**config.mk**
```make
export PLATFORM = sky130hd
export DESIGN_NAME = layer_controller
export DESIGN_NICKNAME = d
export VERILOG_FILES = /design/src/rtl/layer_controller.sv
export SDC_FILE = /design/constraint.sdc
export NUM_CORES = 1
export LEC_CHECK = 0
export CAP_MARGIN = 10
export CORE_AREA = 4 4 304 306
export DETAILED_ROUTE_END_ITERATION = 16
export DIE_AREA = 0 0 308 310
export PLACE_DENSITY_LB_ADDON = 0.15
export SLEW_MARGIN = 30
export SYNTH_ARGS = -nofsm -noshare
export SYNTH_HDL_FRONTEND = slang
export SYNTH_SLANG_ARGS = --single-unit
```
**constraint.sdc**
```tcl
create_clock -name clk -period 5.07 [get_ports clk]
set_input_delay 0.7605 -clock clk [delete_from_list [all_inputs] [get_ports clk]]
set_output_delay 0.7605 -clock clk [all_outputs]
set_load 0.02 [all_outputs]
```
**src/rtl/layer_controller.sv**
```systemverilog
// layer_controller: sequences one fully-connected layer: weight/bias config, input broadcast, result collection, result drain.
// Latency: config pulses and broadcast samples appear 1 cycle after their handshake; one result per accepted out beat.
// Backpressure: cfg_ready only in IDLE, in_ready only in IDLE/FEED; out_data holds while out_valid && !out_ready.
// Optional build macro LAYER_TIMEOUT_EN: WAIT watchdog of timeoutCycles sets sticky err and drains with missing results as 0.
module layer_controller #(
   parameter int layerNo       = 0,
   parameter int numNeuron     = 30,
   parameter int numWeight     = 784,
   parameter int dataWidth     = 16,
   parameter int timeoutCycles = 4096
) (
   input  logic                           clk,
   input  logic                           rst,
   input  logic                           cfg_valid,
   output logic                           cfg_ready,
   input  logic                           cfg_is_bias,
   input  logic [31:0]                    cfg_layer,
   input  logic [31:0]                    cfg_neuron,
   input  logic [31:0]                    cfg_data,
   output logic                           weightValid,
   output logic                           biasValid,
   output logic [31:0]                    weightValue,
   output logic [31:0]                    biasValue,
   output logic [31:0]                    configLayerNum,
   output logic [31:0]                    configNeuronNum,
   input  logic [dataWidth-1:0]           in_data,
   input  logic                           in_valid,
   output logic                           in_ready,
   output logic [dataWidth-1:0]           myInput,
   output logic                           myInputValid,
   input  logic [numNeuron*dataWidth-1:0] n_out,
   input  logic [numNeuron-1:0]           n_outvalid,
   output logic [dataWidth-1:0]           out_data,
   output logic                           out_valid,
   input  logic                           out_ready,
   output logic                           out_last,
   output logic                           busy,
   output logic                           err
);

   localparam int CW = $clog2(numWeight + 1);
   localparam int IW = (numNeuron > 1) ? $clog2(numNeuron) : 1;

   typedef enum logic [1:0] {IDLE, FEED, WAIT, DRAIN} state_t;

   state_t               state;
   state_t               state_nxt;
   logic [CW-1:0]        cnt;
   logic [IW-1:0]        idx;
   logic [numNeuron-1:0] done;
   logic [dataWidth-1:0] res [numNeuron];
   logic                 cfg_fire;
   logic                 in_fire;
   logic                 out_fire;
   logic                 all_done;
   logic                 last_sample;
   logic                 timeout_hit;

   // Elaboration-time parameter check; the message carries the layer index for debug.
   if (numNeuron < 1 || numWeight < 1 || dataWidth < 1 || timeoutCycles < 1 || layerNo < 0) begin : g_bad_cfg
      $error("layer_controller: invalid parameters for layer %0d", layerNo);
   end

   assign cfg_fire    = cfg_valid && cfg_ready;
   assign in_fire     = in_valid && in_ready;
   assign out_fire    = out_valid && out_ready;
   assign all_done    = &done;
   assign last_sample = (cnt == CW'(numWeight - 1));
   assign busy        = (state != IDLE);
   assign out_data    = res[idx];
   assign out_last    = (state == DRAIN) && (idx == IW'(numNeuron - 1));

`ifdef LAYER_TIMEOUT_EN
   localparam int TW = $clog2(timeoutCycles + 1);

   logic [TW-1:0] wait_cnt;
   logic          err_q;

   assign timeout_hit = (state == WAIT) && !all_done && (wait_cnt == TW'(timeoutCycles - 1));
   assign err         = err_q;

   // WAIT watchdog: counter is held at 0 outside WAIT so it restarts on every entry; err is sticky.
   always_ff @(posedge clk) begin
      if (!rst) begin
         wait_cnt <= '0;
         err_q    <= 1'b0;
      end else begin
         if (state == WAIT) wait_cnt <= wait_cnt + 1'b1;
         else               wait_cnt <= '0;
         if (timeout_hit)   err_q    <= 1'b1;
      end
   end
`else
   assign timeout_hit = 1'b0;
   assign err         = 1'b0;
`endif

   // State register.
   always_ff @(posedge clk) begin
      if (!rst) state <= IDLE;
      else      state <= state_nxt;
   end

   // Next state and handshake outputs; config has priority over input in IDLE.
   always_comb begin
      state_nxt = state;
      cfg_ready = 1'b0;
      in_ready  = 1'b0;
      out_valid = 1'b0;
      case (state)
         IDLE: begin
            cfg_ready = 1'b1;
            in_ready  = !cfg_valid;
            if (in_valid && !cfg_valid) state_nxt = (numWeight == 1) ? WAIT : FEED;
         end
         FEED: begin
            in_ready = 1'b1;
            if (in_valid && last_sample) state_nxt = WAIT;
         end
         WAIT: begin
            if (all_done || timeout_hit) state_nxt = DRAIN;
         end
         DRAIN: begin
            out_valid = 1'b1;
            if (out_ready && out_last) state_nxt = IDLE;
         end
         default: state_nxt = IDLE;
      endcase
   end

   // Config beat capture and the one-cycle weight/bias strobes.
   always_ff @(posedge clk) begin
      if (!rst) begin
         weightValid     <= 1'b0;
         biasValid       <= 1'b0;
         weightValue     <= '0;
         biasValue       <= '0;
         configLayerNum  <= '0;
         configNeuronNum <= '0;
      end else begin
         weightValid <= cfg_fire && !cfg_is_bias;
         biasValid   <= cfg_fire && cfg_is_bias;
         if (cfg_fire) begin
            weightValue     <= cfg_data;
            biasValue       <= cfg_data;
            configLayerNum  <= cfg_layer;
            configNeuronNum <= cfg_neuron;
         end
      end
   end

   // Input broadcast (one cycle after accept) and per-vector sample count; the IDLE accept is sample 0.
   always_ff @(posedge clk) begin
      if (!rst) begin
         myInput      <= '0;
         myInputValid <= 1'b0;
         cnt          <= '0;
      end else begin
         myInputValid <= in_fire;
         if (in_fire) begin
            myInput <= in_data;
            if (state == IDLE)    cnt <= CW'(1);
            else if (last_sample) cnt <= '0;
            else                  cnt <= cnt + 1'b1;
         end
      end
   end

   // Result capture while waiting, then indexed drain; results clear after the last beat so absent neurons read 0.
   always_ff @(posedge clk) begin
      if (!rst) begin
         done <= '0;
         idx  <= '0;
         for (int k = 0; k < numNeuron; k++) res[k] <= '0;
      end else begin
         if (state == WAIT) begin
            idx <= '0;
            for (int k = 0; k < numNeuron; k++) begin
               if (n_outvalid[k]) begin
                  res[k]  <= n_out[k*dataWidth +: dataWidth];
                  done[k] <= 1'b1;
               end
            end
         end
         if (out_fire) begin
            if (out_last) begin
               idx  <= '0;
               done <= '0;
               for (int k = 0; k < numNeuron; k++) res[k] <= '0;
            end else begin
               idx <= idx + 1'b1;
            end
         end
      end
   end

endmodule

```
Yosys cells after proc, flatten, opt, wreduce, memory -nomap -nowiden
Memories as Yosys holds them, arrays and structs flattened. A register that Yosys moved wholly into a read port is not among the register bits.
Index checks and enable logic that the tools add are counted.
{ "op_classes": {"add_sub_neg": 2, "n_eq_ne": 9, "muxes": 233, "bitwise_logic": 60, "n_reduce_logical": 16} }
{ "ops": {"columns": ["cell", "n"], "rows": [
  ["$mux 16", 60],
  ["$mux 1", 157],
  ["$mux 30", 3],
  ["$or 1x1->1", 60],
  ["$reduce_and 30->1", 1],
  ["$mux 5", 5],
  ["$mux 10", 2],
  ["$add 10x1->10 const B", 1],
  ["$eq 10x10->1 const B", 1],
  ["$logic_and 1x1->1", 9],
  ["$mux 2", 4],
  ["$pmux 2 s4", 1],
  ["$ne 2x2->1 const B", 3],
  ["$add 5x1->5 const B", 1],
  ["$eq 5x5->1 const B", 1],
  ["$eq 2x2->1 const B", 2],
  ["$reduce_and 4->1", 1],
  ["$reduce_bool 2->1", 2],
  ["$eq 2x1->1 const B", 1],
  ["$logic_not 1->1", 2],
  ["$logic_not 2->1", 1],
  ["$ne 2x1->1 const B", 1],
  ["$pmux 1 s2", 1]
]} }
{ "totals": {"ff_bits": 162, "mem_bits_rw": 480, "inputBits": 628, "word_cells": 332, "mem_count": 1} }
{ "mem_list": {"columns": ["memory", "depth", "width", "rd", "rd_clocked_by_memory_dff", "wr", "line_no", "source"], "rows": [
  ["res", 30, 16, 1, 1, 30, "51", "logic [dataWidth-1:0] res [numNeuron];"]
]} }

Depth between registers and ports, before layout
{ "logic_depth": {"ltp_word": 7, "depth_mapped": 8, "ltp_nobuf": 7} }

Worst setup path before layout
Ideal clock, no wire load.
{ "synth_path": {"path_kind": "register to output", "start": "register with a tool-made name", "end": "output out_data[10]", "t_arrival_ns": 1.884, "required_ns": 4.310, "setup_slack_ns": 2.425, "stages_incl_launch_ff": 6, "path_buffers": 3, "path_cell_list": "dfxtp_1 buf_2 clkbuf_1 clkbuf_1 o21ai_0 a221oi_1"} }
{ "synth_lines": {"columns": ["element", "line_no", "source"], "rows": [
  ["end: declaration", "33", "output logic [dataWidth-1:0] out_data,"]
]} }

==> qor.csv <==
stage,metric,value,unit
outcome,outcome,"complete, no violations",
synthesis,synth_cell_types,43,
detailed_routing,ant_nets,0,
cells_and_area,layout_common_cells,"794 x clkdlybuf4s50_1, 662 x nand2_1, 387 x dfxtp_1",
synthesis,netlist_area,27200,um^2
setup_path,cp_max_fo,26,
clocking,cts_resized,0,
synthesis,synth_simple_gate_area_frac,0.181,
clocking,clock_path_buffers,3,
placed_design,dp.cells,4381,
global_route,grt_pass1_vias,23200,
sta,rsz0062_at_grt,false,
cells_and_area,finalNetCount,3916,
cells_and_area,layout.cells.most_common,clkdlybuf4s50_1,
sta,timing.setup.tns,0,ps
sta,maxSlewViolCount,0,
synthesis,synth_compound_area_frac,0.0879,
synthesis,syn-num-nets,3229,
clocking,clk_latency,620,ps
clocking,cts_root_buf,clkbuf_16,
sta,finClkSkew,21.5,ps
synthesis,synth-seq-cells,647,
placed_design,io_buffers,795,
floorplan,ios,797,
detailed_routing,drt_wl_total,121000,um
sta,layout_setup_ws,168,ps
clocking,cts_setup_buffers,0,
synthesis,synth_edf_count,256,
cells_and_area,area_delta_synth_final,42.0,%
floorplan,core_area,89600,um^2
synthesis,synth_ff_type,dfxtp_1,
clocking,cts.sinks,647,
sta,setup_viol,0,
setup_path,critPathKind,reg -> out,
synthesis,synthAdderAreaFrac,0.00322,
sta,tightestPinTransition,1070,ps
floorplan,die_w,308,um
cells_and_area,final_util,0.432,
global_route,grt_use_total,0.244,
placed_design,place.gp.congestion,0.944,
global_route,grt_pass1_wl,167000,um
global_route,grt_max_degree,109,
synthesis,ys_warn_count,0,
floorplan,start_util,0.304,
worst_hold_path,hp-start,configLayerNum[6],
clocking,clk_pin_slew,50,ps
setup_path,cp.required,4310,ps
pwr,p_leak,13.5,nW
detailed_routing,drt_first_pass_iters,5,
setup_path,worstReg2RegStart,state[1],
pwr,finalPower,14.9,mW
detailed_routing,drc_errors,0,
placed_design,post-dp-hpwl,97500,um
floorplan,rows,110,
floorplan,die_h,310,um
setup_path,startpoint_type,flop,
detailed_routing,drtIter0Drc,1926,
clocking,postCtsHoldBufs,0,
cells_and_area,fin_cells,4528,
synthesis,syn-instance-count,2594,
global_route,gr-total-overflow,0,
pwr,cellPowerDensity,386,nW/um^2
synthesis,yosysSeqAreaShare,0.570,
global_route,busiest_layer,met2,
global_route,met2_usage,0.416,
detailed_routing,vias,22400,
clocking,htree_levels,3,
global_route,grt_util_met3,0.0581,
cells_and_area,layout-drive-gt1-share,0.0916,
placed_design,preCtsSetupSlack,869,ps
clocking,numCtsBuffers,74,
setup_path,worstPathArrival,4140,ps
sta,period_needed,4900,ps
synthesis,postSynthAreaPerCell,10.5,um^2
synthesis,synth-async-reset-ratio,0,
sta,min_period_over_period,0.967,
detailed_routing,wl_per_cell,26.8,um
clocking,cts_tree,yes,
worst_hold_path,hp-class,reg -> reg,
detailed_routing,viasPerCell,4.95,
sta,relSlewSlack,0.284,
floorplan,dieArea,95500,um^2
flow_run,max_cap_viol_count,0,
setup_path,end_kind,primary output,
global_route,antenna_found_initial,27,
synthesis,synth_top_family_by_area,simple AND/OR/NAND/NOR gates,
synthesis,synth_xor_area_frac,0.00225,
sta,hold_viol,0,
pwr,ir_drop,0.000222,V
sta,clock.fmax,0.204,GHz
synthesis,synth.area.mux_share,0.117,
global_route,met1_usage,0.308,
## sequential cells by signal (all words and copies together), names as in the netlist, named ones only
signal           count
biasValid            1
biasValue           32
myInputValid         1
done                30
cnt                 10
weightValid          1
res                480
idx                  5
configNeuronNum     32
configLayerNum      32
state                2
myInput             16
## cells in the mapped netlist, types with 17 or more instances
master	number	area [um^2]
and3_1	19	119
mux2_2	23	259
a21oi_1	352	1760
nand3_1	17	85.1
buf_4	43	323
buf_2	42	210
mux4_2	112	2520
clkbuf_1	108	405
and2_1	259	1620
nor2_1	104	390
nand2_1	663	2490
dfxtp_1	391	7830
edfxtp_1	256	7690
mux2i_1	40	400
a22oi_1	32	240
## worst max-delay path: stages, from the launching register on
cell	delay, ps
dfxtp_4	720
buf_12	290
buf_4	280
mux4_2	240
o21ai_0	230
a221oi_1	1000
clkdlybuf4s50_1	770
## routing by layer
metal  share of wire  vias to the layer above
met2            0.49                      939
li1                -                    10300
met5         0.00065                        -
met1            0.41                    11000
met3           0.077                      164
met4           0.030                       14
## kinds of logic after synthesis
kind of cell / after synthesis
other: 1
adder cells (fa/ha/maj): 7
buffers and inverters: 220
AO/OA/AOI/OAI: 440
XOR/XNOR: 7
flip-flops: 647
multiplexers: 175
AND/OR/NAND/NOR: 1097
## area by class of cell
cell class                 instances  area (um^2)
inverter                           8         32.5
sequential                       647        15500
tap                             1176         1470
antenna                           13         32.5
clock inverter                    29          420
fill                            8497        50900
clock buffer                     105         2190
timing repair buffer             823         8260
multi-input combinational       1727        10700
## final timing paths
path              depth (start not counted)  slack, ps                end
setup / recovery                          6        170       out_data[10]
setup reg to reg                          5       2380         res[6][14]
hold reg to reg                           2        450  configLayerNum[6]
hold / removal                            2        450  configLayerNum[6]
## report_power, final
group,total [mW],leakage [nW],internal [mW],switching [mW]
registers,6.30,5.82,5.98,0.326
clock network,5.71,1.29,3.49,2.22
logic,2.91,6.34,1.28,1.63
## per-stage QoR
| step | hold WS [ps] | cell area [um^2] |
|---|---|---|
| CTS | 455 | 38600 |
| detailed placement | 447 | 36000 |
| floorplan | 433 | 27200 |
| global placement | 440 | 35900 |
| finish | 452 | 38700 |
| global route | 469 | 38600 |
No activity file was read; power rests on OpenSTA's default activity.
==> RTL edit (same flow settings) <==
Change the parameter `dataWidth` from 16 to 18.
--- a/src/rtl/layer_controller.sv
+++ b/src/rtl/layer_controller.sv
@@ -6,7 +6,7 @@
    parameter int layerNo       = 0,
    parameter int numNeuron     = 30,
    parameter int numWeight     = 784,
-   parameter int dataWidth     = 16,
+   parameter int dataWidth     = 18,
    parameter int timeoutCycles = 4096
 ) (
    input  logic                           clk,
Ports: changed (resized in_data, myInput, n_out and out_data); port bits go from 797 to 863. The function was not compared with the original's and may differ.
==> RTL edit against the unedited design <==
Sequential cell count increased by 62; die area unchanged; clock power increased by 3%; global-route usage increased by 1.9 points; register-to-register slack got worse by 0.40 ns; largest power group unchanged; worst hold slack got worse by 0.0023 ns; clock skew decreased by 0.0017 ns; power increased by 6.7%; critical path depth increased by 1; highest routed layer unchanged; routed wire length increased by 7.6%; synthesized area increased by 10%; final area increased by 8.6%; first-iteration DRC count increased by 3.6%; setup slack improved by 0.29 ns.
==> RTL edit: results (changes against the unedited design) <==
Yosys
  – Synth top area share: 28.9% (+0.12 points)
  – Synthesized instance count: 2,820 (+8.7%)
  – Synth Net Count: 3,517 (+8.9%)
  – Post-synth EDFFs: 288 (+13%)
  – Dominant synthesized flop cell: dfxtp_1
  – Distinct cells, synth: 47 (+9.3%)
  – Largest cells by area after synthesis: edfxtp_1 29%, dfxtp_1 28%, mux4_2 9.4%, nand2_1 8.9%, a21oi_1 6.3%
  – Post-synth top cells: 714 x nand2_1, 421 x dfxtp_1, 379 x a21oi_1
  – Sequential element share of the synthesized area: 57.0% (about the same)

Global route
  – First-pass GRT wire length: 179,000 um (+7.2%)
  – Pin count of the biggest net entering global routing: 131 (+20%)
  – GRT Overall Usage: 26.3% (+1.9 points)
  – Initial antenna violation count: 28 (+3.7%)

Finish
  – Max FFs per register: 540 (+13%)
  – Final core occ: 46.8% (+3.7 points)
  – # fillers: 8,502 (+0.059%)
  – Layout net count: 4,273 (+9.1%)
  – Share of layout cells above drive strength 1: 9.24% (+0.074 points)
  – Finished Layout Cells: 4,822 (+6.5%)

Power
  – Worst vdd ir: 0.000265 V (+19%)
  – Leak: 14.6 nW (+8.5%)

Place
  – Place WS: 1.01 ns (+0.136 ns)
  – Placed cell count: 4,669 (+6.6%)
  – Dpl cell area: 0.0393 sq mm (+9.2%)
  – Port Buf Inserts: 861 (+8.3%)
  – Final Wtd Congestion: 0.922 (-2.3%)
  – Post-DP HPWL: 101,000 um (+3.9%)

STA
  – Worst setup margin: 0.454 ns (+0.286 ns)
  – Slew at the pin closest to its max-slew limit: 1.02 ns (-0.0516 ns)
  – Clk_skew: 0.0198 ns (-0.00170 ns)

Critical path
  – Critical path's top delay family: buffers and inverters
  – CP max stage cell: clkdlybuf4s50_1
  – End point of the critical path: out_data[17]
  – Critical Path Max Stage Delay: 0.66 ns (-0.34 ns)
  – Critical R2R Capture: res[2][10]
  – CP Max Fanout: 39 (+50%)
  – Reg-to-reg startpoint: state[1]
  – Worst reg2reg path depth: 5 (unchanged)
  – Worst R2R Setup Slack: 1.98 ns (-0.40 ns)
  – Crit Path Class: reg2out
  – WP data arrival: 3.86 ns (-0.28 ns)

Route
  – WL per Instance: 27.1 um (+1.1%)
  – Initial DRC Count: 1,996 (+3.6%)
  – Routed via count: 24,400 (+8.8%)

Clock tree
  – Clock Path Buffers: 3 (unchanged)
  – Num CTS Buffers: 81 (+9.5%)
  – Cts repair resizes: 0 (unchanged)
  – Post-CTS Setup Bufs: 0 (unchanged)

Status
  – Outcome: finished, final reports clean
RTL edit: changes by cell type in the layout (fill, tap and decap cells not counted), sizes merged, moves of 4 or more:
cell,change
a22oi,+4
clkbuf,+10
diode,-4
nand2,+51
clkdlybuf4s50,+66
buf,+6
a21oi,+27
mux2i,+5
and2,+33
mux4,+14
nor2,+8
dfxtp,+30
edfxtp,+32
o21ai,+4
RTL edit: per-layer routing:
layer / global-route usage, % / part of all wire, %
met2: 44.5 / 48
met4: 7.17 / 2.3
met3: 6.76 / 8.3
met1: 33.7 / 41
met5: 0 / 0.16
RTL edit: logic make-up after synthesis:
logic type	synth area share [%]
other cells	0.0125
mux	11.9
simple gates	17.9
buf+inv	3.97
compound gates	8.77
fa+ha+maj	0.292
xor+xnor	0.175
flops	57.0
RTL edit: tightest hold or removal path: cells and delay by family, from the launching register on:
| family | cells | cell delay (ns) |
|---|---|---|
| DFF | 1 | 0.30 |
| and+or+nand+nor | 1 | 0.05 |
| AOI/OAI and AO/OA | 1 | 0.05 |
RTL edit: worst min-delay path by stage:
stage / cells past startpoint / startpoint / slack (ns) / end
floorplan: 2 / res[18][0] / 0.43 / res[18][0]
global placement: 2 / res[26][2] / 0.44 / res[26][2]
detailed placement: 2 / res[26][12] / 0.44 / res[26][12]
CTS: 2 / res[26][12] / 0.45 / res[26][12]
global route: 2 / res[25][5] / 0.47 / res[25][5]
finish: 2 / res[18][15] / 0.45 / res[18][15]
RTL edit: report_power, final:
part	internal (mW)	switching, mW	total [mW]
combinational	1.37	1.80	3.17
sequential	6.55	0.297	6.85
clock	3.48	2.42	5.90
RTL edit: final cells by class:
cell class / instances / share of cell area (%)
tap: 1176 / 3.51
clock inverter: 29 / 0.817
inverter: 8 / 0.0775
antenna: 9 / 0.0537
timing repair buffer: 895 / 21.2
multi-input combinational: 1881 / 28.1
clock buffer: 115 / 5.50
sequential: 709 / 40.7
RTL edit: metrics by stage:
| stage | hold slack [ns] | power, mW |
|---|---|---|
| floorplan | 0.433 | 8.38 |
| global placement | 0.439 | 10.1 |
| detailed placement | 0.444 | 10.1 |
| CTS | 0.452 | 16.0 |
| global route | 0.469 | 16.5 |
| finish | 0.450 | 15.9 |
